$ cat config.mk
export PLATFORM = sky130hd
export DESIGN_NAME = fp_div_rsp_buffer
export DESIGN_NICKNAME = d
export VERILOG_FILES = /design/src/rtl/fp_div_rsp_buffer_pkg.sv /design/src/rtl/fp_div_rsp_buffer_nan_canon.sv /design/src/rtl/fp_div_rsp_buffer.sv
export SDC_FILE = /design/constraint.sdc
export NUM_CORES = 1
export LEC_CHECK = 0
export ABC_CLOCK_PERIOD_IN_PS = 2750
export CORE_UTILIZATION = 50
export DETAILED_ROUTE_END_ITERATION = 7
export PLACE_DENSITY = 0.76
export SLEW_MARGIN = 5
export SYNTH_ARGS = -nofsm -noshare
export SYNTH_HDL_FRONTEND = slang
export SYNTH_SLANG_ARGS = --single-unit
$ cat constraint.sdc
create_clock -name clk -period 2.75 [get_ports clk]
set_input_delay 0.55 -clock clk [delete_from_list [all_inputs] [get_ports clk]]
set_output_delay 0.55 -clock clk [all_outputs]
set_load 0.01 [all_outputs]
$ cat src/rtl/fp_div_rsp_buffer_pkg.sv
// Shared FPU definitions used by the divide response buffer and its NaN
// canonicaliser: FP32 field widths, the canonical quiet NaN, and the
// per-lane exception flag layout {NV,DZ,OF,UF,NX}.
package fp_div_rsp_buffer_pkg;

    localparam int unsigned FP32_W      = 32;
    localparam int unsigned FP32_EXP_W  = 8;
    localparam int unsigned FP32_MANT_W = 23;

    localparam logic [FP32_W-1:0] CANON_NAN = 32'h7FC00000;

    typedef struct packed {
        logic nv;
        logic dz;
        logic of;
        logic uf;
        logic nx;
    } fflags_t;

    localparam int unsigned FFLAGS_W = $bits(fflags_t);

endpackage

$ cat src/rtl/fp_div_rsp_buffer_nan_canon.sv
// fp_nan_canon: combinational FP32 NaN canonicaliser for one lane.
// Any NaN (exponent all ones, mantissa non-zero) becomes the canonical quiet
// NaN; infinities, zeros, normals and subnormals pass through unchanged.
// Ports:
//   raw_in     in  32  raw single-precision value
//   canon_out  out 32  canonicalised value
module fp_nan_canon
    import fp_div_rsp_buffer_pkg::*;
(
    input  logic [FP32_W-1:0] raw_in,
    output logic [FP32_W-1:0] canon_out
);

    logic [FP32_EXP_W-1:0]  exp_f;
    logic [FP32_MANT_W-1:0] mant_f;

    assign exp_f  = raw_in[FP32_MANT_W +: FP32_EXP_W];
    assign mant_f = raw_in[FP32_MANT_W-1:0];

    always_comb begin
        canon_out = raw_in;
        if ((&exp_f) && (|mant_f)) begin
            canon_out = CANON_NAN;
        end
    end

endmodule

$ cat src/rtl/fp_div_rsp_buffer.sv
// fp_div_rsp_buffer: in-order response buffer downstream of the FP divider.
// Absorbs divider results while the FPU arbiter back-pressures, canonicalises
// NaN lanes on write, and presents the oldest entry at the head.
// Ports:
//   clk, reset                 clock, synchronous active-high reset
//   valid_in / ready_in        divider response handshake (ready_in = ~full)
//   tag_in, result_in          response tag, LANES x 32-bit raw quotients
//   has_fflags_in, fflags_in   flag-valid bit, LANES x 5-bit fflags
//   valid_out / ready_out      arbiter handshake (valid_out = ~empty)
//   tag_out, result_out,
//   has_fflags_out, fflags_out head entry, all zero while empty
//   count                      occupied entries
// Optional (macro FP_RSP_BUF_PERF_EN):
//   perf_stall_cycles          cycles with valid_out & ~ready_out
//   perf_full_cycles           cycles with the buffer full
module fp_div_rsp_buffer
    import fp_div_rsp_buffer_pkg::*;
#(
    parameter int unsigned TAGW  = 1,
    parameter int unsigned LANES = 1,
    parameter int unsigned DEPTH = 4
) (
    input  logic                          clk,
    input  logic                          reset,
    input  logic                          valid_in,
    output logic                          ready_in,
    input  logic [TAGW-1:0]               tag_in,
    input  logic [LANES*FP32_W-1:0]       result_in,
    input  logic                          has_fflags_in,
    input  logic [LANES*FFLAGS_W-1:0]     fflags_in,
    output logic                          valid_out,
    input  logic                          ready_out,
    output logic [TAGW-1:0]               tag_out,
    output logic [LANES*FP32_W-1:0]       result_out,
    output logic                          has_fflags_out,
    output logic [LANES*FFLAGS_W-1:0]     fflags_out,
    output logic [$clog2(DEPTH):0]        count
`ifdef FP_RSP_BUF_PERF_EN
    ,
    output logic [31:0]                   perf_stall_cycles,
    output logic [31:0]                   perf_full_cycles
`endif
);

    localparam int unsigned IDXW = $clog2(DEPTH);
    localparam int unsigned PTRW = IDXW + 1;

    // Pointers carry an extra wrap bit so full and empty are distinguishable.
    logic [PTRW-1:0] wr_ptr_q, wr_ptr_d;
    logic [PTRW-1:0] rd_ptr_q, rd_ptr_d;

    logic [TAGW-1:0]           tag_q    [DEPTH];
    logic [TAGW-1:0]           tag_d    [DEPTH];
    logic [LANES*FP32_W-1:0]   result_q [DEPTH];
    logic [LANES*FP32_W-1:0]   result_d [DEPTH];
    logic                      has_ff_q [DEPTH];
    logic                      has_ff_d [DEPTH];
    logic [LANES*FFLAGS_W-1:0] fflags_q [DEPTH];
    logic [LANES*FFLAGS_W-1:0] fflags_d [DEPTH];

    logic [LANES*FP32_W-1:0] result_canon;
    logic [IDXW-1:0]         wr_idx;
    logic [IDXW-1:0]         rd_idx;
    logic                    empty;
    logic                    full;
    logic                    push;
    logic                    pop;

    for (genvar l = 0; l < LANES; l++) begin : g_canon
        fp_nan_canon u_canon (
            .raw_in    (result_in[l*FP32_W +: FP32_W]),
            .canon_out (result_canon[l*FP32_W +: FP32_W])
        );
    end

    assign wr_idx = wr_ptr_q[IDXW-1:0];
    assign rd_idx = rd_ptr_q[IDXW-1:0];
    assign empty  = (wr_ptr_q == rd_ptr_q);
    assign full   = (wr_idx == rd_idx) && (wr_ptr_q[IDXW] != rd_ptr_q[IDXW]);
    assign push   = valid_in & ready_in;
    assign pop    = valid_out & ready_out;

    assign ready_in  = ~full;
    assign valid_out = ~empty;
    assign count     = wr_ptr_q - rd_ptr_q;

    always_comb begin
        wr_ptr_d = wr_ptr_q;
        rd_ptr_d = rd_ptr_q;
        tag_d    = tag_q;
        result_d = result_q;
        has_ff_d = has_ff_q;
        fflags_d = fflags_q;
        if (push) begin
            tag_d[wr_idx]    = tag_in;
            result_d[wr_idx] = result_canon;
            has_ff_d[wr_idx] = has_fflags_in;
            fflags_d[wr_idx] = fflags_in;
            wr_ptr_d         = wr_ptr_q + PTRW'(1);
        end
        if (pop) begin
            rd_ptr_d = rd_ptr_q + PTRW'(1);
        end
    end

    always_ff @(posedge clk) begin
        if (reset) begin
            wr_ptr_q <= '0;
            rd_ptr_q <= '0;
            for (int unsigned i = 0; i < DEPTH; i++) begin
                tag_q[i]    <= '0;
                result_q[i] <= '0;
                has_ff_q[i] <= 1'b0;
                fflags_q[i] <= '0;
            end
        end else begin
            wr_ptr_q <= wr_ptr_d;
            rd_ptr_q <= rd_ptr_d;
            tag_q    <= tag_d;
            result_q <= result_d;
            has_ff_q <= has_ff_d;
            fflags_q <= fflags_d;
        end
    end

    // Head data is forced to zero while empty so stale entries never leak.
    always_comb begin
        tag_out        = '0;
        result_out     = '0;
        has_fflags_out = 1'b0;
        fflags_out     = '0;
        if (!empty) begin
            tag_out        = tag_q[rd_idx];
            result_out     = result_q[rd_idx];
            has_fflags_out = has_ff_q[rd_idx];
            fflags_out     = fflags_q[rd_idx];
        end
    end

`ifdef FP_RSP_BUF_PERF_EN
    logic [31:0] perf_stall_q, perf_stall_d;
    logic [31:0] perf_full_q,  perf_full_d;

    always_comb begin
        perf_stall_d = perf_stall_q;
        perf_full_d  = perf_full_q;
        if (valid_out && !ready_out) begin
            perf_stall_d = perf_stall_q + 32'd1;
        end
        if (full) begin
            perf_full_d = perf_full_q + 32'd1;
        end
    end

    always_ff @(posedge clk) begin
        if (reset) begin
            perf_stall_q <= '0;
            perf_full_q  <= '0;
        end else begin
            perf_stall_q <= perf_stall_d;
            perf_full_q  <= perf_full_d;
        end
    end

    assign perf_stall_cycles = perf_stall_q;
    assign perf_full_cycles  = perf_full_q;
`endif

endmodule

After elaboration in Yosys (flattened, before gate mapping)
Index checks and enable logic that the tools add are counted.
- register bits: 162
- logic and storage cells: 65
- order comparisons: 3
- bitwise operators: 6
- equal/unequal tests: 3
- multiplexer cells: 27
- reductions and logical operators: 5
- add/sub/neg operators: 3
- operators by type and width (cell ; count):
    $mux W32 ; 5
    $bwmux W128 ; 1
    $bmux W32 S2 ; 1
    $demux W32 S2 ; 1
    $reduce_or A23 Y1 ; 1
    $bwmux W20 ; 1
    $mux W5 ; 4
    $bmux W5 S2 ; 1
    $demux W5 S2 ; 1
    $bwmux W4 ; 2
    $reduce_and A8 Y1 ; 1
    $mux W1 ; 7
    $add A3 B1 Y3 const B ; 2
    $ge A3 B3 Y1 const B ; 2
    $not A2 Y3 ; 2
    $bmux W1 S2 ; 2
    $eq A3 B3 Y1 ; 1
    $logic_and A1 B1 Y1 ; 3
    $lt A3 B1 Y1 const B ; 1
    $sub A3 B3 Y3 ; 1
    $and A1 B1 Y1 ; 2
    $demux W1 S2 ; 1
    $eq A2 B2 Y1 ; 1
    $not A1 Y1 ; 2
    $ne A1 B1 Y1 ; 1

Depth between registers and ports, before layout
- depth in word-level cells: 6
- mapped depth: 11

Modules after synthesis
A second synthesis with hierarchy kept.
- cell total of the unflattened synthesis: 742
- area total of the unflattened synthesis: 7599.8 µm²
- modules (own cells, without submodules) (module ; times used ; cells an instance ; area each (µm²)):
    fp_div_rsp_buffer ; 1 ; 695 ; 7314.5
    fp_nan_canon ; 1 ; 47 ; 285.3

Worst setup path after synthesis
Ideal clock, no wire load.
- path type: register to output
- from: register rd_ptr_q[1]
- to: output port fflags_out[0]
- data required time: 2200 ps
- cell stages (with the launch flop): 10
- slack: 242 ps
- buffers on the path: 4
- data arrival time: 1958 ps
- path through: dfxtp_1 buf_2 buf_2 buf_4 inv_1 ha_1 nand2_1 nor2_1 clkbuf_1 nor2b_1
- word-level cells in the longest chain between the ends: 5
- elaborated cells between the ends (all ways): 6
- RTL lines (item ; line ; source):
    from (decl) ; fp_div_rsp_buffer.sv:50 ; logic [PTRW-1:0] rd_ptr_q, rd_ptr_d;
    from (signal assigned) ; fp_div_rsp_buffer.sv:118 ; rd_ptr_q <= rd_ptr_d;
    $not A2 Y3 (not written as such) ; fp_div_rsp_buffer.sv:136 ; fflags_out = fflags_q[rd_idx];
    $bmux W5 S2 ; fp_div_rsp_buffer.sv:136 ;
    $mux W5 (not written as such) (2 in series) ; fp_div_rsp_buffer.sv:136 ;
    $mux W5 (*) ; fp_div_rsp_buffer.sv:132 ; if (!empty) begin
    to (decl) ; fp_div_rsp_buffer.sv:36 ; output logic [LANES*FFLAGS_W-1:0] fflags_out,
Every way passes the cells marked *; elsewhere a longest branch is shown, timed or not. The select of a mux whose other input is x is not followed.

Worst setup path in the final report
- from: register wr_ptr_q[0]
- to: output port count[1]
- word-level cells in the longest chain between the ends: 1
- RTL lines (item ; line ; source):
    from (decl) ; fp_div_rsp_buffer.sv:49 ; logic [PTRW-1:0] wr_ptr_q, wr_ptr_d;
    from (signal assigned) ; fp_div_rsp_buffer.sv:117 ; wr_ptr_q <= wr_ptr_d;
    $sub A3 B3 Y3 ; fp_div_rsp_buffer.sv:85 ; assign count = wr_ptr_q - rd_ptr_q;
    to (decl) ; fp_div_rsp_buffer.sv:37 ; output logic [$clog2(DEPTH):0] count
Every way passes these cells.

==> key figures <==
Worst setup path
  – Crit path required time: 2.20 ns
  – Worst reg2reg path depth: 6
  – Endpoint arrival time on the critical path: 2.13 ns
  – Reg-to-reg slack, setup: 0.28 ns
  – Classification of the worst setup path: flip-flop to output port
  – R2R Path End: result_q[8]$_SDFFE_PP0P_
  – Startpoint class of the critical path: flip-flop
  – Capturing element type of the critical path: output port
  – Beginning of the worst register-to-register path: rd_ptr_q[1]$_SDFFE_PP0P_
  – Maximum fanout count along the critical path: 4

Synth
  – Count of flip-flops with a built-in enable after synthesis: 0
  – Mux share of post-synthesis cell area: 0.1226
  – Total number of yosys warnings: 0
  – Adder and majority cell fraction of the synthesized area: 0.01468
  – Sequential area share after synthesis: 0.4425
  – Post-synthesis instance area: 7328 um^2
  – Cell variety after synth: 37
  – Post-synthesis share of cell area spent on xor and xnor gates: 0.008195
  – Fraction of the mapped netlist area in compound gates: 0.1238
  – Share of synthesized flip-flops with an asynchronous set or reset: 0
  – Post-Syn Nets: 822
  – Most common flop cell mapped by yosys: sky130_fd_sc_hd__dfxtp_1
  – Combinational family with the most area after synthesis: simple AND/OR/NAND/NOR gates
  – Simple logic cell fraction of the synthesized area: 0.2401
  – #FFs+latches synth: 162
  – Avg Cell Area, Syn: 9.505 um^2
  – Number of standard cells after synthesis: 771

Global routing
  – Aggregate global routing overflow: 0
  – Wire length of the first global-routing pass: 30140 um
  – Global-route usage over all layers: 0.2636
  – Maximum number of pins on one net before global-route repair: 103
  – Number of antenna violations at the first check in global routing: 0
  – Via count of the first global-routing pass: 5891

Clock tree
  – Source-to-sink clock delay at the later pin of the worst-skew pair: 0.43 ns
  – Clock Tree Root: sky130_fd_sc_hd__clkbuf_16
  – TritonCTS Buffers: 17
  – CTS tree: done
  – Level count of the clock H-tree: 4
  – Clock-pin slew of the registers on the worst-case setup and hold paths: 0.06 ns
  – Number of sinks driven by the clock tree: 162
  – Number of buffers on the longest clock path: 2

Floorplanning
  – Io pins: 87
  – Initial Utilization: 0.5199
  – Width of the die: 123.1 um
  – Vertical extent of the die: 123.1 um
  – Cell Rows: 43
  – Die Footprint: 15150 um^2
  – Core region area: 14100 um^2

Route
  – Final wirelength: 19150 um
  – DRC violations left: 0
  – Post-DR wirelength/cell: 18.68 um
  – Number of DRC markers in iteration 0: 603
  – Total via count in the routed design: 6110
  – Drt first pass iters: 5
  – Vias per inst: 5.961
  – Number of routed nets with antenna violations: 0

Place
  – GP Congestion: 0.7805
  – Post-Place Cell Area: 8270 um^2
  – Detailed-placement wirelength estimate: 11070 um
  – Number of I/O port buffers: 86

STA
  – Slew at the pin with the worst max-slew slack: 1.224 ns
  – Finish-stage setup viols: 0
  – Unrepaired setup endpoints after global routing: no
  – Worst rel slew slack: 0.1840
  – Max Clk Rate: 0.3737 GHz
  – Final hold violation count: 0
  – Max-slew violation total from the final report: 0
  – Share of the cycle needed by the critical path after routing: 0.9730
  – Clk_skew: 0.006807 ns
  – Final Critical Period: 2.676 ns
  – Setup TNS: 0 ns

Cells and area
  – Diode count: 0
  – Final standard cell area without fillers: 8910 um^2
  – Area added between synthesis and finish: 21.58%
  – Final core area utilization: 0.6321
  – Number of nets in the finished design: 884
  – Share of final-layout standard cells stronger than drive strength 1: 0.1290

Min path
  – Number of cells on the worst hold path: 2
  – Worst hold-check path type: flip-flop to flip-flop
  – Hold EP: result_q[91]$_SDFFE_PP0P_
  – Origin of the worst min-delay path: result_q[91]$_SDFFE_PP0P_

Run
  – Max-cap violation count: 0

Power and ir drop
  – Highest ir drop seen on vdd: 0.0004845 V
  – Static leakage: 3.219 nW
  – Power density over the cells: 690.4 nW/um^2

Run status
  – Status: completed
==> registers in the layout, indices dropped and copies added (netlist names) <==
register and flops:
has_ff_q 4, result_q 128, fflags_q 20, wr_ptr_q 3
rd_ptr_q 3, tag_q 4
==> stage by stage <==
stage / hold slack (ns) / std cells / total power (W) / worst slack (ns)
final: 0.4510 / 1025 / 0.006151 / 0.07437
after global routing: 0.4708 / 1025 / 0.006393 / 0.002568
after CTS: 0.4532 / 1019 / 0.006072 / 0.03017
after detailed placement: 0.4451 / 986 / 0.003874 / 0.1661
after global placement: 0.4381 / 986 / 0.003841 / 0.2703
after floorplan: 0.4331 / 771 / 0.003326 / 0.2416
==> critical path: stages, from the launching register on <==
cell	delay (ns)
sky130_fd_sc_hd__dfxtp_1	0.37
sky130_fd_sc_hd__inv_2	0.09
sky130_fd_sc_hd__ha_4	0.17
sky130_fd_sc_hd__fa_1	0.44
sky130_fd_sc_hd__inv_1	0.09
sky130_fd_sc_hd__clkdlybuf4s50_1	0.55
==> how the worst max path moves through the flow <==
| stage | start | to | slack [ns] |
|---|---|---|---|
| finish | wr_ptr_q[0]$_SDFFE_PP0P_ | count[1] | 0.07 |
| global route | rd_ptr_q[1]$_SDFFE_PP0P_ | result_out[10] | 0.003 |
| CTS | rd_ptr_q[1]$_SDFFE_PP0P_ | valid_out | 0.03 |
| detailed placement | wr_ptr_q[0]$_SDFFE_PP0P_ | result_q[74]$_SDFFE_PP0P_ | 0.17 |
| global placement | wr_ptr_q[0]$_SDFFE_PP0P_ | result_out[1] | 0.27 |
| floorplan | rd_ptr_q[1]$_SDFFE_PP0P_ | fflags_out[0] | 0.24 |
==> timing repair <==
action / in CTS / in global routing
cloned: 2 / 1
gates resized for setup: 47 / 3
pin swaps: 0 / 1
hold buffers: 0 / 0
endpoints found under the setup margin: 43 / 1
setup buffers: 0 / 5
==> logic make-up (layout without fill, tap and decap cells) <==
kind of cell / Yosys count / count (layout)
compound gates: 165 / 165
xor+xnor: 6 / 6
fa+ha+maj: 8 / 8
buf+inv: 74 / 148
flops: 162 / 162
mux: 41 / 41
simple gates: 315 / 315
==> placed cells by master, fill, tap and decap left out, types with 4 or more instances in the layout <==
cell type,Yosys,routed
sky130_fd_sc_hd__a21oi_1,60,60
sky130_fd_sc_hd__dfxtp_1,162,160
sky130_fd_sc_hd__ha_1,7,6
sky130_fd_sc_hd__nand2_1,130,129
sky130_fd_sc_hd__mux4_2,39,39
sky130_fd_sc_hd__inv_1,7,6
sky130_fd_sc_hd__a21o_2,0,4
sky130_fd_sc_hd__nor2_1,11,10
sky130_fd_sc_hd__nand4_1,6,6
sky130_fd_sc_hd__nor2b_1,40,39
sky130_fd_sc_hd__o21ai_0,89,89
sky130_fd_sc_hd__buf_4,7,18
sky130_fd_sc_hd__clkbuf_1,31,6
sky130_fd_sc_hd__nand3b_1,114,114
sky130_fd_sc_hd__nand3_1,4,4
sky130_fd_sc_hd__buf_12,0,4
sky130_fd_sc_hd__clkdlybuf4s50_1,0,45
sky130_fd_sc_hd__clkbuf_16,0,18
sky130_fd_sc_hd__dlygate4sd2_1,0,37
==> where the power goes <==
| group | total (W) | switching (W) | internal [W] | leakage [nW] |
|---|---|---|---|---|
| Sequential | 0.00253 | 0.0000694 | 0.00246 | 1.32 |
| Clock | 0.00219 | 0.000882 | 0.00131 | 0.264 |
| Combinational | 0.00143 | 0.000751 | 0.000683 | 1.64 |
==> routing by layer <==
| layer | up-vias | track usage | wire (um) |
|---|---|---|---|
| li1 | 2844 | - | - |
| met1 | 2994 | 0.3409 | 8278 |
| met2 | 243 | 0.4487 | 9354 |
| met3 | 29 | 0.04889 | 1221 |
| met4 | 0 | 0.07831 | 292 |
| met5 | - | 0 | 0 |
==> cell usage after synthesis (all sizes together) (2+ instances only) <==
library cell  count  area (um^2)
a21o              5        37.54
a21oi            64        357.9
a311oi            4        41.29
buf              35        205.2
clkbuf           32        121.4
dfxtp           162         3243
ha                7        87.58
inv               7        26.28
mux2i             2        20.02
mux4             39        878.3
nand2           130        488.0
nand3             4        20.02
nand3b          114        855.8
nand4             6        37.54
nor2             12        47.55
nor2b            40        250.2
nor4              3        18.77
o21ai            89        445.4
or4               2        15.01
xnor2             2        17.52
xor2              4        42.55
==> layout make-up <==
| type | count | area (um^2) |
|---|---|---|
| fillers | 1144 | 5186 |
| multi-input cells | 535 | 3764 |
| flip-flops and latches | 162 | 3248 |
| repair buffers | 110 | 1105 |
| clock buffers | 26 | 489.2 |
| well taps | 180 | 225.2 |
| clock inverters | 5 | 52.55 |
| inverters | 7 | 26.28 |
Note: power is estimated with default switching activity, not from simulation.
